`src/rtl/alu_serial_ctrl_if.sv`:
```
// Command/result bundle for the bit-serial ALU sequencer (ALU_SERIAL_OVF_EN selects overflow/SLT mode in the core).
// Latency: n/a (wiring only).
// Backpressure: in_valid/in_ready on the command side, out_valid/out_ready on the result side.
`timescale 1ns/1ps
interface alu_serial_ctrl_if #(
    parameter int WIDTH = 32
);
    logic             in_valid;
    logic             in_ready;
    logic [WIDTH-1:0] a;
    logic [WIDTH-1:0] b;
    logic [3:0]       op;
    logic             out_valid;
    logic             out_ready;
    logic [WIDTH-1:0] result;
    logic             zero;
    logic             cout;
    logic             overflow;
    logic             busy;

    // Initiator of commands / consumer of results.
    modport master (
        output in_valid, a, b, op, out_ready,
        input  in_ready, out_valid, result, zero, cout, overflow, busy
    );

    // The sequencer itself.
    modport slave (
        input  in_valid, a, b, op, out_ready,
        output in_ready, out_valid, result, zero, cout, overflow, busy
    );
endinterface

```
`src/rtl/alu_serial_ctrl.sv`:
```
// Bit-serial ALU sequencer: one 1-bit slice driven LSB-first; optional macro ALU_SERIAL_OVF_EN enables overflow and signed SLT.
// Latency: WIDTH cycles from command accept to out_valid; next accept one cycle after the result handshake.
// Backpressure: in_ready only in IDLE; result and flags held in DONE until out_ready.
`timescale 1ns/1ps
module alu_serial_ctrl #(
    parameter int WIDTH = 32
) (
    input  logic               clk_i,
    input  logic               rst_n_i,
    alu_serial_ctrl_if.slave   bus
);
    localparam int             CNT_W = $clog2(WIDTH);
    localparam logic [CNT_W-1:0] LAST = CNT_W'(WIDTH - 1);

    typedef enum logic [1:0] {IDLE, RUN, DONE} state_t;

    state_t             state_q, state_d;
    logic [WIDTH-1:0]   a_q, a_d;
    logic [WIDTH-1:0]   b_q, b_d;
    logic [3:0]         op_q, op_d;
    logic [CNT_W-1:0]   cnt_q, cnt_d;
    logic               carry_q, carry_d;
    logic [WIDTH-1:0]   result_q, result_d;
    logic               cout_q, cout_d;
`ifdef ALU_SERIAL_OVF_EN
    logic               ovf_q, ovf_d;
`endif

    // Slice signals for the bit currently addressed by cnt_q.
    logic               a_bit, mb_bit, sum_bit, slice_cout, res_bit, ovf_bit;
    logic               is_arith, is_slt;

    assign a_bit      = a_q[cnt_q];
    assign mb_bit     = b_q[cnt_q] ^ op_q[3];
    assign sum_bit    = a_bit ^ mb_bit ^ carry_q;
    assign slice_cout = (a_bit & mb_bit) | (a_bit & carry_q) | (mb_bit & carry_q);
    assign is_slt     = (op_q[2:0] == 3'b101);
    assign is_arith   = (op_q[2:0] == 3'b010) || is_slt;
`ifdef ALU_SERIAL_OVF_EN
    // At the MSB, carry_q is the MSB carry-in, so this is the signed overflow.
    assign ovf_bit    = carry_q ^ slice_cout;
`else
    assign ovf_bit    = 1'b0;
`endif

    // Per-bit function select; SLT feeds LESS = 0 here and patches bit 0 at the end.
    always_comb begin
        res_bit = 1'b0;
        case (op_q[2:0])
            3'b000:  res_bit = a_bit & mb_bit;
            3'b001:  res_bit = a_bit | mb_bit;
            3'b010:  res_bit = sum_bit;
            3'b011:  res_bit = a_bit ^ mb_bit;
            default: res_bit = 1'b0;
        endcase
    end

    // Next-state and datapath updates for IDLE/RUN/DONE.
    always_comb begin
        state_d  = state_q;
        a_d      = a_q;
        b_d      = b_q;
        op_d     = op_q;
        cnt_d    = cnt_q;
        carry_d  = carry_q;
        result_d = result_q;
        cout_d   = cout_q;
`ifdef ALU_SERIAL_OVF_EN
        ovf_d    = ovf_q;
`endif
        case (state_q)
            IDLE: begin
                if (bus.in_valid) begin
                    a_d      = bus.a;
                    b_d      = bus.b;
                    op_d     = bus.op;
                    cnt_d    = '0;
                    carry_d  = bus.op[3];
                    result_d = '0;
                    cout_d   = 1'b0;
`ifdef ALU_SERIAL_OVF_EN
                    ovf_d    = 1'b0;
`endif
                    state_d  = RUN;
                end
            end
            RUN: begin
                result_d[cnt_q] = res_bit;
                carry_d         = slice_cout;
                cnt_d           = cnt_q + CNT_W'(1);
                if (cnt_q == LAST) begin
                    cout_d = is_arith & slice_cout;
`ifdef ALU_SERIAL_OVF_EN
                    ovf_d  = is_arith & ovf_bit;
`endif
                    // SLT set bit: sign of A-B, corrected by overflow when enabled.
                    if (is_slt) begin
                        result_d[0] = sum_bit ^ ovf_bit;
                    end
                    state_d = DONE;
                end
            end
            DONE: begin
                if (bus.out_ready) begin
                    state_d = IDLE;
                end
            end
            default: state_d = IDLE;
        endcase
    end

    // State and datapath registers with synchronous active-low reset.
    always_ff @(posedge clk_i) begin
        if (!rst_n_i) begin
            state_q  <= IDLE;
            a_q      <= '0;
            b_q      <= '0;
            op_q     <= '0;
            cnt_q    <= '0;
            carry_q  <= 1'b0;
            result_q <= '0;
            cout_q   <= 1'b0;
`ifdef ALU_SERIAL_OVF_EN
            ovf_q    <= 1'b0;
`endif
        end else begin
            state_q  <= state_d;
            a_q      <= a_d;
            b_q      <= b_d;
            op_q     <= op_d;
            cnt_q    <= cnt_d;
            carry_q  <= carry_d;
            result_q <= result_d;
            cout_q   <= cout_d;
`ifdef ALU_SERIAL_OVF_EN
            ovf_q    <= ovf_d;
`endif
        end
    end

    assign bus.in_ready  = (state_q == IDLE);
    assign bus.out_valid = (state_q == DONE);
    assign bus.busy      = (state_q != IDLE);
    assign bus.result    = result_q;
    assign bus.zero      = ~|result_q;
    assign bus.cout      = cout_q;
`ifdef ALU_SERIAL_OVF_EN
    assign bus.overflow  = ovf_q;
`else
    assign bus.overflow  = 1'b0;
`endif
endmodule
```
`src/flat_wrapper.sv`:
```
// flat-port wrapper written by rule: the top's interface ports become plain ports
module alu_serial_ctrl_flat 
#(
    parameter int WIDTH = 32
)
  (clk_i, rst_n_i, bus_in_valid, bus_a, bus_b, bus_op, bus_out_ready, bus_in_ready, bus_out_valid, bus_result, bus_zero, bus_cout, bus_overflow, bus_busy);
  alu_serial_ctrl_if #(.WIDTH(WIDTH)) bus_i ();
  input  logic clk_i;
  input  logic rst_n_i;
  input wire logic [$bits(bus_i.in_valid)-1:0] bus_in_valid;
  input wire logic [$bits(bus_i.a)-1:0] bus_a;
  input wire logic [$bits(bus_i.b)-1:0] bus_b;
  input wire logic [$bits(bus_i.op)-1:0] bus_op;
  input wire logic [$bits(bus_i.out_ready)-1:0] bus_out_ready;
  output wire logic [$bits(bus_i.in_ready)-1:0] bus_in_ready;
  output wire logic [$bits(bus_i.out_valid)-1:0] bus_out_valid;
  output wire logic [$bits(bus_i.result)-1:0] bus_result;
  output wire logic [$bits(bus_i.zero)-1:0] bus_zero;
  output wire logic [$bits(bus_i.cout)-1:0] bus_cout;
  output wire logic [$bits(bus_i.overflow)-1:0] bus_overflow;
  output wire logic [$bits(bus_i.busy)-1:0] bus_busy;
  assign bus_i.in_valid = bus_in_valid;
  assign bus_i.a = bus_a;
  assign bus_i.b = bus_b;
  assign bus_i.op = bus_op;
  assign bus_i.out_ready = bus_out_ready;
  assign bus_in_ready = bus_i.in_ready;
  assign bus_out_valid = bus_i.out_valid;
  assign bus_result = bus_i.result;
  assign bus_zero = bus_i.zero;
  assign bus_cout = bus_i.cout;
  assign bus_overflow = bus_i.overflow;
  assign bus_busy = bus_i.busy;
  alu_serial_ctrl #(.WIDTH(WIDTH)) u_core (.clk_i(clk_i), .rst_n_i(rst_n_i), .bus(bus_i));
endmodule
```
`config.mk`:
```
export PLATFORM = sky130hd
export DESIGN_NAME = alu_serial_ctrl_flat
export DESIGN_NICKNAME = d
export VERILOG_FILES = /design/src/rtl/alu_serial_ctrl_if.sv /design/src/rtl/alu_serial_ctrl.sv /design/src/flat_wrapper.sv
export SDC_FILE = /design/constraint.sdc
export NUM_CORES = 1
export LEC_CHECK = 0
export CORE_MARGIN = 4
export CORE_UTILIZATION = 40
export CTS_CLUSTER_DIAMETER = 150
export DETAILED_ROUTE_END_ITERATION = 8
export GPL_ROUTABILITY_DRIVEN = 0
export GPL_TIMING_DRIVEN = 0
export HOLD_SLACK_MARGIN = 0.08
export PLACE_DENSITY_LB_ADDON = 0.05
export SYNTH_ARGS = -nofsm -noshare
export SYNTH_HDL_FRONTEND = slang
export SYNTH_SLANG_ARGS = --single-unit
```
`constraint.sdc`:
```
create_clock -name clk_i -period 8.7 [get_ports clk_i]
set_clock_uncertainty 0.15 [all_clocks]
set_input_delay 0.87 -clock clk_i [delete_from_list [all_inputs] [get_ports clk_i]]
set_output_delay 0.87 -clock clk_i [all_outputs]
set_load 0.02 [all_outputs]
```
==> impl_results.md, run 1 <==
- H-tree depth: 3
- Post-CTS Setup Inserts: 0
- Dpl cells: 879
- CTS-repair resized insts: 0
- Root Driver: clkbuf_16
- Crit start category: register
- DRT Pass-1 Iters: 5
- Worst-case clock buffer depth: 2
- Slowest cell on crit path: a211oi_1
- Critical Path RT: 8.82 ns
- Status: completed
- Routed WL: approximately 15000 um
- Power per cell area: around 170 mW/mm2
- Setup TNS: 0 ns
- Initial Utilization: 0.413
- CTS sink count: 109
- Die area: 0.0144 mm2
- CP Max Fanout: 10
- CP peak stage delay: 0.71 ns
- Final WS setup: between 4 and 5 ns
- Total GRT Usage: 0.209
- CTS Hold Bufs: 0
- Num CTS Buffers: 9
- Vias in the first global route: 4713
- Worst-Skew Late Latency: 0.35 ns
- Slew HR: 0.274
- Cell Rows: 40
- Flops & latches, synth: 109
- GRT Residual Overflow: 0
- Worst Hold Class: register to register
- Post-route antenna net violation count: 0
- R2R Path End: u_core.bus.result[0]
- Core area: 0.0122 mm2
- Initial antenna violation count: 0
- Clock-pin slew on the worst setup and hold paths: approximately 0.070 ns
- Post-synth top flop: dfxtp_1
- Hpwl dp: 11200 um
- Total I/O pin count: 110
- Yosys warning count: 0
- Number of buffers added on ports: 108
- Most frequent cells in the layout: 152 x nand2_1, 109 x dfxtp_1, 108 x clkdlybuf4s50_1
- Area grow syn2layout: 31.8%
- DR WL/cell: around 17 um
- Crit-path cells: buf_6 -> clkbuf_1 -> mux4_1 -> a22o_1 -> nor4_4 -> inv_1 -> fa_1 -> a211oi_1 -> a211oi_1 -> a31oi_1 -> or3_1 -> a21oi_1
- Die span in y: 120 um
- Hold endpoint: u_core.a_q[21]
- Non-Filler Instances: 894
- Syn_area_per_cell: 8.33 um2
- Worst reg-to-reg path cell count: 12
- DR vias/cell: approximately 5.3
- Max-slew violation count: 0
- Most frequent CP cell: a211oi_1
- First-pass GRT wire length: 23900 um
- RR Startpoint: u_core.cnt_q[1]
- WS Path Type: register to register
- Tightest hold margin: 0.301 ns
- Total chip power: 1.11 mW
- CTS tree: done
- NumNets Final: 802
- Synth Instances: 603
- Antenna diodes: 0
- Synth unique cells: 47
- Initial DRC Count: 300
- Worst Hold Launch: u_core.a_q[21]
- Crit end category: register
- F_max: 222 MHz
- Largest net degree at the start of global routing: 17
- Asr flop ratio synth: 0
- Syn Std Cell Area: 0.00502 mm2
- CP Buf/Inv Count: 3
- Synth Net Count: 683
- MaxCap Viol Count: 0
- Most common library cell in the layout ignoring fill and taps: nand2_1
- Worst vdd ir: 0.115 mV
- DRC: 0
- Unrepaired setup endpoints after global routing: false
- Share of post-route cells with drive strength above 1: 0.0510
- Slew @ Worst Pin: 1.09 ns
- Delay-heaviest family, CP: compound AO/OA/AOI/OAI gates
- Period minus WS final: 4.51 ns
- Final count of negative-setup-slack endpoints: 0
- Leak pwr: 2.33 nW
- Post-synthesis sequential area ratio: 0.434
- Hold Path Stages: 2
- Vias: about 4800
- Post-synth EDFFs: 0
- Place WS: roughly 4.2 ns
- Flop2flop setup slack: 4.19 ns
- Crit share post-route: 0.518
- Die width: 120 um
- Worst EP arrival: around 4.6 ns
- Final hold vios: 0
[kinds of logic (layout without fill, tap and decap cells)]
kind of cell | Yosys count | count (layout) | synth area share
buf+inv | 56 | 179 | 0.0540
fa+ha+maj | 8 | 8 | 0.0214
simple gates | 247 | 247 | 0.223
mux | 22 | 22 | 0.0735
compound gates | 158 | 158 | 0.190
xor+xnor | 2 | 2 | 0.00349
flops | 109 | 109 | 0.434
other cells | 1 | 1 | 0.000746
[metrics by stage]
step	util	cell area (um2)
floorplan	-	5020
global placement	0.519	6310
detailed placement	0.519	6310
CTS	0.544	6620
global route	0.544	6620
finish	0.544	6620
[Yosys cell counts, drive strengths merged (3+ instances only)]
cell type	count	area, um2
nand2	152	571
dfxtp	109	2180
a21oi	90	450
nand3	39	195
clkbuf	38	174
o211ai	32	240
a21boi	18	135
nor2	13	51.3
buf	12	75.1
mux2i	11	110
mux4	10	248
nor4	9	71.3
ha	7	87.6
and2	6	37.5
inv	6	22.5
o22ai	5	31.3
a22o	4	35.0
nand2b	4	25.0
nor2b	4	25.0
nor3b	4	30.0
nand3b	3	22.5
nand4	3	18.8
nor3	3	20.0
o21ai	3	15.0
[layer usage]
metal	routed length [um]	track usage
met1	6760	0.270
met2	7190	0.356
met3	845	0.0377
met4	252	0.0651
met5	0	0
[flip-flops by register name, indices dropped and copies added (netlist names)]
register           flops
u_core.bus.result     32
u_core.carry_q         1
u_core.b_q            32
u_core.a_q            32
u_core.bus.cout        1
u_core.op_q            4
u_core.state_q         2
u_core.cnt_q           5
[tightest hold or removal path: stages (launching register included)]
cell     delay (ns)
dfxtp_1        0.31
nand2_1        0.05
a21oi_1        0.05
[area by class of cell]
type	instances	area (um2)
inverter	6	22.5
buffer	50	249
timing repair buffer	108	1080
fill	1158	5540
sequential	109	2180
clock inverter	4	73.8
multi-input combinational	438	2570
clock buffer	11	233
tap	168	210
[how the worst max path moves through the flow]
stage,depth (start not counted),slack (ns),endpoint,from
2_1_floorplan,12,5.20,u_core.bus.result[0],u_core.cnt_q[1]
3_5_place_dp,12,4.22,u_core.bus.result[0],u_core.cnt_q[1]
3_3_place_gp,12,4.24,u_core.bus.result[19],u_core.cnt_q[1]
4_1_cts,12,4.18,u_core.bus.result[0],u_core.cnt_q[1]
5_1_grt,12,3.94,u_core.bus.result[6],u_core.cnt_q[1]
6_report,12,4.19,u_core.bus.result[0],u_core.cnt_q[1]
[power breakdown]
| group | switching [mW] | internal [mW] | total, mW |
|---|---|---|---|
| Sequential | 0.0115 | 0.520 | 0.531 |
| Combinational | 0.0821 | 0.0681 | 0.150 |
| Clock | 0.182 | 0.251 | 0.433 |
| Total | 0.276 | 0.839 | 1.11 |
Note: power is estimated with default switching activity, not from simulation.
==> inputs of run 2 (changes only) <==
==> constraint.sdc (replaced) <==
create_clock -name clk_i -period 4.7 [get_ports clk_i]
set_clock_uncertainty 0.15 [all_clocks]
set_input_delay 0.47 -clock clk_i [delete_from_list [all_inputs] [get_ports clk_i]]
set_output_delay 0.47 -clock clk_i [all_outputs]
set_load 0.02 [all_outputs]
==> run 2 against run 1 <==
Routed wire length is 0.49% lower. First-iteration DRC count is 0.33% lower. Final cell count is 0.11% lower. Via count hardly changed. Highest routed layer unchanged. Total power is 85% higher.
==> impl_results.md, run 2 (synthesis gave the netlist of run 1 again) <==
- Status: completed
- DRT Pass-1 Iters: 5
- Slew HR: 0.270
- Cell Rows: 40
- Post-route antenna net violation count: 0
- Share of post-route cells with drive strength above 1: 0.0510
- Area grow syn2layout: 31.7%
- Die width: between 100 and 150 um
- Largest net degree at the start of global routing: 17
- H-tree depth: 3
- NumNets Final: 801
- Worst vdd ir: 0.211 mV
- Layout fillers: 1157
- Most common library cell in the layout ignoring fill and taps: nand2_1
- Setup TNS: 0 ns
- DR vias/cell: 5.34
- CTS-repair resized insts: 0
- Total GRT Usage: 0.209
- Worst Hold Class: register to register
- Leak pwr: 2.33 nW
- CTS Hold Bufs: 0
- Slew @ Worst Pin: 1.09 ns
- Root Driver: clkbuf_16
- CTS tree: done
- CP Max Fanout: 10
- Worst EP arrival: 4.37 ns
- Total I/O pin count: 110
- F_max: 236 MHz
- Routed WL: roughly 15000 um
- Final count of negative-setup-slack endpoints: 0
- Final hold vios: 0
- Tightest hold margin: 0.301 ns
- Worst-case clock buffer depth: 2
- Critical Path RT: 4.82 ns
- Core area: 0.0122 mm2
- Initial DRC Count: 299
- DR WL/cell: 16.8 um
- GRT Residual Overflow: 0
- CTS sink count: 109
- Num CTS Buffers: 9
- Crit start category: register
- Die area: 0.0144 mm2
- Die span in y: around 120 um
- Initial Utilization: 0.413
- Initial antenna violation count: 0
- Post-CTS Setup Inserts: 0
- Most frequent cells in the layout: 152 x nand2_1, 109 x dfxtp_1, 108 x clkdlybuf4s50_1
- Max-slew violation count: 0
- WS Path Type: register to register
- Period minus WS final: 4.24 ns
- Vias: 4770
- Antenna diodes: 0
- Crit share post-route: 0.903
- Clock-pin slew on the worst setup and hold paths: ~0.070 ns
- Worst-Skew Late Latency: 0.34 ns
- Number of buffers added on ports: 108
- Unrepaired setup endpoints after global routing: false
- DRC: 0
- Hpwl dp: 11200 um
- MaxCap Viol Count: 0
- Crit end category: register
- Vias in the first global route: 4713
- First-pass GRT wire length: between 20000 and 25000 um
- Power per cell area: between 300 and 400 mW/mm2
-- run 2: changes by cell type in the layout (fill, tap and decap cells not counted), sizes merged --
cell | before | now
clkbuf | 49 | 48
-- run 2: metal layers --
metal | global-route usage | vias to the layer above | share of wire
li1 | - | 2352 | -
met2 | 0.356 | 152 | 0.48
met5 | 0 | - | 0
met1 | 0.270 | 2248 | 0.45
met3 | 0.0377 | 18 | 0.053
met4 | 0.0651 | 0 | 0.016
-- run 2: metrics by stage --
step | util | cells | power [mW] | area (um2) | worst slack (ns)
6_report | 0.544 | 893 | 2.06 | 6620 | 0.456
5_1_grt | 0.544 | 893 | 2.15 | 6620 | 0.206
4_1_cts | 0.544 | 894 | 2.07 | 6620 | 0.182
3_5_place_dp | 0.519 | 879 | 1.28 | 6310 | 0.215
3_3_place_gp | 0.519 | 879 | 1.28 | 6310 | 0.237
2_1_floorplan | - | 603 | 1.16 | 5020 | 1.20
-- run 2: where the power goes --
part           leakage, nW  switching, mW  internal [mW]
registers            0.890         0.0212          0.962
logic                 1.29          0.153          0.126
clock network        0.150          0.335          0.465
-- run 2: area by class of cell --
type / instances / area (um2) / area share
multi-input combinational: 438 / 2570 / 0.388
inverter: 6 / 22.5 / 0.00340
sequential: 109 / 2180 / 0.330
clock inverter: 4 / 73.8 / 0.0112
tap: 168 / 210 / 0.0318
buffer: 49 / 245 / 0.0371
clock buffer: 11 / 233 / 0.0352
timing repair buffer: 108 / 1080 / 0.163
-- run 2: path summary, 6_finish.rpt --
| check | from | endpoint | slack [ns] | cells past startpoint |
|---|---|---|---|---|
| setup / recovery | u_core.cnt_q[2] | u_core.bus.result[0] | 0.46 | 13 |
| setup reg to reg | u_core.cnt_q[2] | u_core.bus.result[0] | 0.46 | 13 |
| hold reg to reg | u_core.a_q[21] | u_core.a_q[21] | 0.30 | 2 |
| hold / removal | u_core.a_q[21] | u_core.a_q[21] | 0.30 | 2 |
-- run 2: critical path, stage by stage (launching register included) --
cell      delay (ns)
dfxtp_1         0.34
clkbuf_8        0.16
nor3b_1         0.88
nand3_1         0.14
o311ai_1        0.13
a221o_1         0.17
nor2_2          0.06
xnor2_1         0.15
fa_1            0.52
a211oi_1        0.08
a211oi_1        0.72
a31oi_1         0.16
or3_1           0.37
a21oi_1         0.12
==> patch 1: new RTL, flow settings as in run 2 <==
Take the reset off `b_q` and load it in a clocked block of its own.
--- a/src/rtl/alu_serial_ctrl.sv
+++ b/src/rtl/alu_serial_ctrl.sv
@@ -116,3 +116,2 @@
             a_q      <= '0;
-            b_q      <= '0;
             op_q     <= '0;
@@ -128,3 +127,2 @@
             a_q      <= a_d;
-            b_q      <= b_d;
             op_q     <= op_d;
@@ -138,2 +136,6 @@
         end
+    end
+
+    always_ff @(posedge clk_i) begin
+        b_q <= b_d;
     end
Formal check against the unedited RTL: same outputs for any inputs over 10 cycles, from zero or initial values and one cycle with rst_n_i low; that may be too few to reach the edited logic, so the function may still have changed.
==> patch 1 against run 2 <==
Setup slack better by 0.29 ns; sequential power is 5% higher; synthesized area fell by 2.1%; non-clock buffer count fell by 10; total power about the same; final area down 1.8%; routed wire length is 11% lower; die area down 2.0%; sequential cell count unchanged; largest cell class is now sequential cells; largest power group unchanged.
==> patch 1: results (changes against run 2) <==
[outcome] run status finished, final reports clean
[worst_setup_path] delay of the slowest cell on the worst path 0.60 ns [-0.28 ns]
[synthesis] synthesized netlist net count 580 [-15%]
[timing] post-route worst hold slack 0.305 ns [+0.00368 ns]
[hold_path] endpoint with the worst hold slack u_core.a_q[6]
[power] total leakage power 2.25 nW [-3.5%]
[synthesis] number of distinct library cells after synthesis 48 [+2.1%]
[global_route] global-route usage over all layers 19.1% [-1.8 points]
[placement] cell area after placement 6180 um2 [-2.1%]
[worst_setup_path] worst reg2reg path startpoint u_core.cnt_q[1]
[worst_setup_path] R2R Path End u_core.bus.result[25]
[placement] placement-stage worst setup slack 0.754 ns [+0.538 ns]
[worst_setup_path] delay-heaviest family, CP compound AO/OA/AOI/OAI gates
[worst_setup_path] count of cells along the worst register-to-register path 12 [-1]
[layout] share of post-route cells with drive strength above 1 8.33% [+3.2 points]
[power] peak supply drop 0.211 mV [about the same]
[synthesis] dominant cells by area after synthesis sky130_fd_sc_hd__dfxtp_1, sky130_fd_sc_hd__edfxtp_1, sky130_fd_sc_hd__nand2_1
[synthesis] count of flip-flops with a built-in enable after synthesis 32 [+32]
[power] Switching Share 23.6% [-1.1 points]
[route] total routed wirelength 13.3 mm [-11%]
[synthesis] syn_area_per_cell 9.83 um2 [+18%]
[route] violation count after the first detailed-routing iteration 277 [-7.4%]
[placement] DP Cell Count 755 [-14%]
[worst_setup_path] slowest stage cell on the critical path sky130_fd_sc_hd__a211oi_1
[worst_setup_path] arrival time at the worst endpoint 4.08 ns [-0.29 ns]
[synthesis] sequential-to-total area share from yosys stat 50.9% [+7.5 points]
[global_route] number of global-route vias before repair 4232 [-10%]
[global_route] wire length of the first global-routing pass 21.8 mm [-9.0%]
[global_route] pin count of the biggest net entering global routing 42 [+25]
[route] routed vias/inst 5.36 [+0.28%]
[synthesis] synth cell count leaders sky130_fd_sc_hd__nand2_1, sky130_fd_sc_hd__dfxtp_1, sky130_fd_sc_hd__a21oi_1
## patch 1: worst max-delay path by stage
| stage | start | endpoint | slack [ns] |
|---|---|---|---|
| 6_report | u_core.cnt_q[1] | u_core.bus.result[25] | 0.75 |
| 5_1_grt | u_core.cnt_q[1] | u_core.bus.result[28] | 0.52 |
| 4_1_cts | u_core.cnt_q[1] | u_core.bus.result[17] | 0.73 |
| 3_5_place_dp | u_core.cnt_q[1] | u_core.bus.result[16] | 0.75 |
| 3_3_place_gp | u_core.cnt_q[1] | u_core.bus.result[19] | 0.78 |
| 2_1_floorplan | u_core.cnt_q[0] | u_core.bus.result[19] | 1.42 |
## patch 1: power by group through the flow
stage	clock (W)	combinational, W	sequential [W]
floorplan	0	0.000141	0.00104
global placement	0	0.000248	0.00105
detailed placement	0	0.000251	0.00105
CTS	0.000795	0.000253	0.00103
global route	0.000830	0.000275	0.00103
finish	0.000784	0.000250	0.00103
## patch 1: final cells by class
type	instances	area, um2
Buffer	39	200
Clock buffer	13	282
Clock inverter	3	31.3
Fill cell	1124	5520
Inverter	8	30.0
Multi-Input combinational cell	344	2190
Sequential cell	109	2500
Tap cell	147	184
Timing Repair Buffer	108	1080
## patch 1: cell families after synthesis
logic type	count (synthesis)	share of synthesized area (%)
muxes	23	7.02
xor gates and xnor gates	2	0.356
DFF	109	50.9
and+or+nand+nor	181	17.8
other	1	0.0763
adders and majority gates	8	2.19
buffers and inverters	47	4.66
AOI/OAI and AO/OA	129	17.0
## patch 1: per-layer routing
metal / up-vias / GRT usage (%) / part of all wire, %
met5: - / 0 / 0
met4: 0 / 6.52 / 1.7
met3: 20 / 2.85 / 4.5
met2: 109 / 31.8 / 47
met1: 1960 / 25.6 / 47
li1: 2041 / - / -
==> patch 2: new RTL, config.mk and constraints of run 2 <==
Without the edit above. `WIDTH` is set to 32 in 3 places; all go to 64.
--- a/src/rtl/alu_serial_ctrl_if.sv
+++ b/src/rtl/alu_serial_ctrl_if.sv
@@ -5,3 +5,3 @@
 interface alu_serial_ctrl_if #(
-    parameter int WIDTH = 32
+    parameter int WIDTH = 64
 );
--- a/src/rtl/alu_serial_ctrl.sv
+++ b/src/rtl/alu_serial_ctrl.sv
@@ -5,3 +5,3 @@
 module alu_serial_ctrl #(
-    parameter int WIDTH = 32
+    parameter int WIDTH = 64
 ) (
--- a/src/flat_wrapper.sv
+++ b/src/flat_wrapper.sv
@@ -3,3 +3,3 @@
 #(
-    parameter int WIDTH = 32
+    parameter int WIDTH = 64
 )
Interface: changed (resized bus_a, bus_b and bus_result); port bits go from 110 to 206. The function was not compared with the original's and may differ.
==> patch 2 against run 2 <==
Non-clock buffer count up 142; routed wire length increased by 120%; sequential power increased by 88%; final area up 84%; worst hold slack got worse by 0.00055 ns; sequential cell count grew 97; setup slack got worse by 0.30 ns; synthesized area increased by 81%; sequential share of layout area rose by 0.80 points; total power grew 97%; critical path type unchanged; largest cell class unchanged.
==> patch 2: results (changes against run 2) <==
[outcome] run status finished, final reports clean
[global_route] number of global-route vias before repair 8719 [+85%]
[layout] number of inserted filler cells in the final layout 2117 [+83%]
[timing] relative slew slack 7.08% [-20 points]
[worst_setup_path] delay of the slowest cell on the worst path 0.59 ns [-0.29 ns]
[cts] clock-pin transition on the worst setup and hold timing paths 0.06 ns
[layout] share of post-route cells with drive strength above 1 6.08% [+0.98 points]
[global_route] pin count of the biggest net entering global routing 13 [-4]
[placement] detailed placement HPWL 23.5 mm [+110%]
[cts] CTS Root Buffer Type sky130_fd_sc_hd__clkbuf_16
[worst_setup_path] slowest stage cell on the critical path sky130_fd_sc_hd__dfxtp_1
[synthesis] sequential-to-total area share from yosys stat 45.4% [+2.0 points]
[power] Power Dens Cells 332 nW/um2 [+6.5%]
[cts] htree depth 1 [-2]
[route] number of detailed-routing iterations run before antenna repair 5 [unchanged]
[synthesis] number of distinct library cells after synthesis 54 [+15%]
[route] vias post-DR 9344 [+96%]
[global_route] global-route usage over all layers 25.1% [+4.1 points]
[power] clock network fraction of design power 42.0% [+3.2 points]
[cts] number of buffers between clock root and the deepest sink 3 [+1]
[cts] latest clock arrival within the worst-skew pair 0.50 ns [+0.16 ns]
[placement] placement-stage worst setup slack -0.241 ns [-0.456 ns]
[power] fraction of power consumed by sequential logic 45.8% [-1.9 points]
[route] violation count after the first detailed-routing iteration 717 [+140%]
[layout] fin nets 1509 [+88%]
[synthesis] synth cell count leaders sky130_fd_sc_hd__nand2_1, sky130_fd_sc_hd__a21oi_1, sky130_fd_sc_hd__dfxtp_1
[power] total leakage power 4.21 nW [+81%]
[placement] cell area after placement 11500 um2 [+82%]
[hold_path] worst hold path class register to register
[power] peak supply drop 0.181 mV [-14%]
[placement] DP Cell Count 1623 [+85%]
[global_route] number of antenna violations at the first check in global routing 0 [unchanged]
[synthesis] number of warnings reported in the yosys synthesis log 0 [unchanged]
[synthesis] dominant cells by area after synthesis sky130_fd_sc_hd__dfxtp_1, sky130_fd_sc_hd__nand2_1, sky130_fd_sc_hd__a21oi_1
[route] total routed wirelength 32.7 mm [+120%]
[worst_setup_path] biggest fanout along the worst timing path 19 [+9]
[layout] Ant. Diodes 0 [unchanged]
[layout] total area of multi-input combinational cells 4530 um2 [+76%]
[placement] count of buffers inserted at the top-level ports 204 [+89%]
[cts] cts bufs inserted 23 [+14]
[synthesis] async set-or-reset flop fraction in the synthesized netlist 0% [unchanged]
[global_route] wire length of the first global-routing pass 49.7 mm [+110%]
[synthesis] predominant post-synthesis flop cell sky130_fd_sc_hd__dfxtp_1
[synthesis] synthesized netlist net count 1279 [+87%]
[synthesis] Mapped Cells 1139 [+89%]
[worst_setup_path] arrival time at the worst endpoint 4.82 ns [+0.45 ns]
[route] routed vias/inst 5.63 [+5.3%]
[power] net switching power 0.00103 W [+100%]
patch 2: kinds of logic (layout without fill, tap and decap cells):
kind of cell	Yosys count	after routing	share of synthesized area, %
XOR/XNOR	2	2	0.193
flip-flops	206	206	45.4
AND/OR/NAND/NOR	457	457	21.8
buffers and inverters	102	344	4.84
adder cells (fa/ha/maj)	4	4	0.634
other	1	1	0.0413
multiplexers	24	24	3.58
AO/OA/AOI/OAI	343	343	23.5
patch 2: final timing paths:
path / start / endpoint / slack [ns] / cells past startpoint
setup / recovery: u_core.cnt_q[1] / u_core.bus.result[0] / 0.15 / 15
hold / removal: u_core.a_q[58] / u_core.a_q[58] / 0.30 / 2
setup reg to reg: u_core.cnt_q[1] / u_core.bus.result[0] / 0.15 / 15
hold reg to reg: u_core.a_q[58] / u_core.a_q[58] / 0.30 / 2
patch 2: area by class of cell:
cell class / count / share of cell area, %
repair buffers: 206 / 17.0
flip-flops and latches: 206 / 33.8
plain buffers: 93 / 3.39
well taps: 280 / 2.87
clock buffers: 34 / 5.30
inverters: 8 / 0.246
multi-input cells: 831 / 37.1
clock inverters: 3 / 0.328
patch 2: critical path: cells and delay by family, from the launching register on:
kind | cells | cell delay (ns)
compound gates | 5 | 0.77
flops | 1 | 0.59
simple gates | 3 | 0.65
buf+inv | 4 | 1.10
mux | 2 | 0.62
fa+ha+maj | 1 | 0.58
patch 2: timing repair:
action                                  4_1_cts  5_1_grt
buffers inserted                              0        1
pin swaps                                     1        1
gates resized for setup                       4        6
endpoints found under the setup margin       61       61
endpoints found under the hold margin         0        0
hold buffers                                  0        0
patch 2: routing by layer:
metal,track usage [%],vias up,part of all wire [%]
li1,-,4535,-
met1,36.7,4357,45
met2,39.0,397,45
met3,4.02,55,8.2
met4,5.81,0,1.9
met5,0,-,0
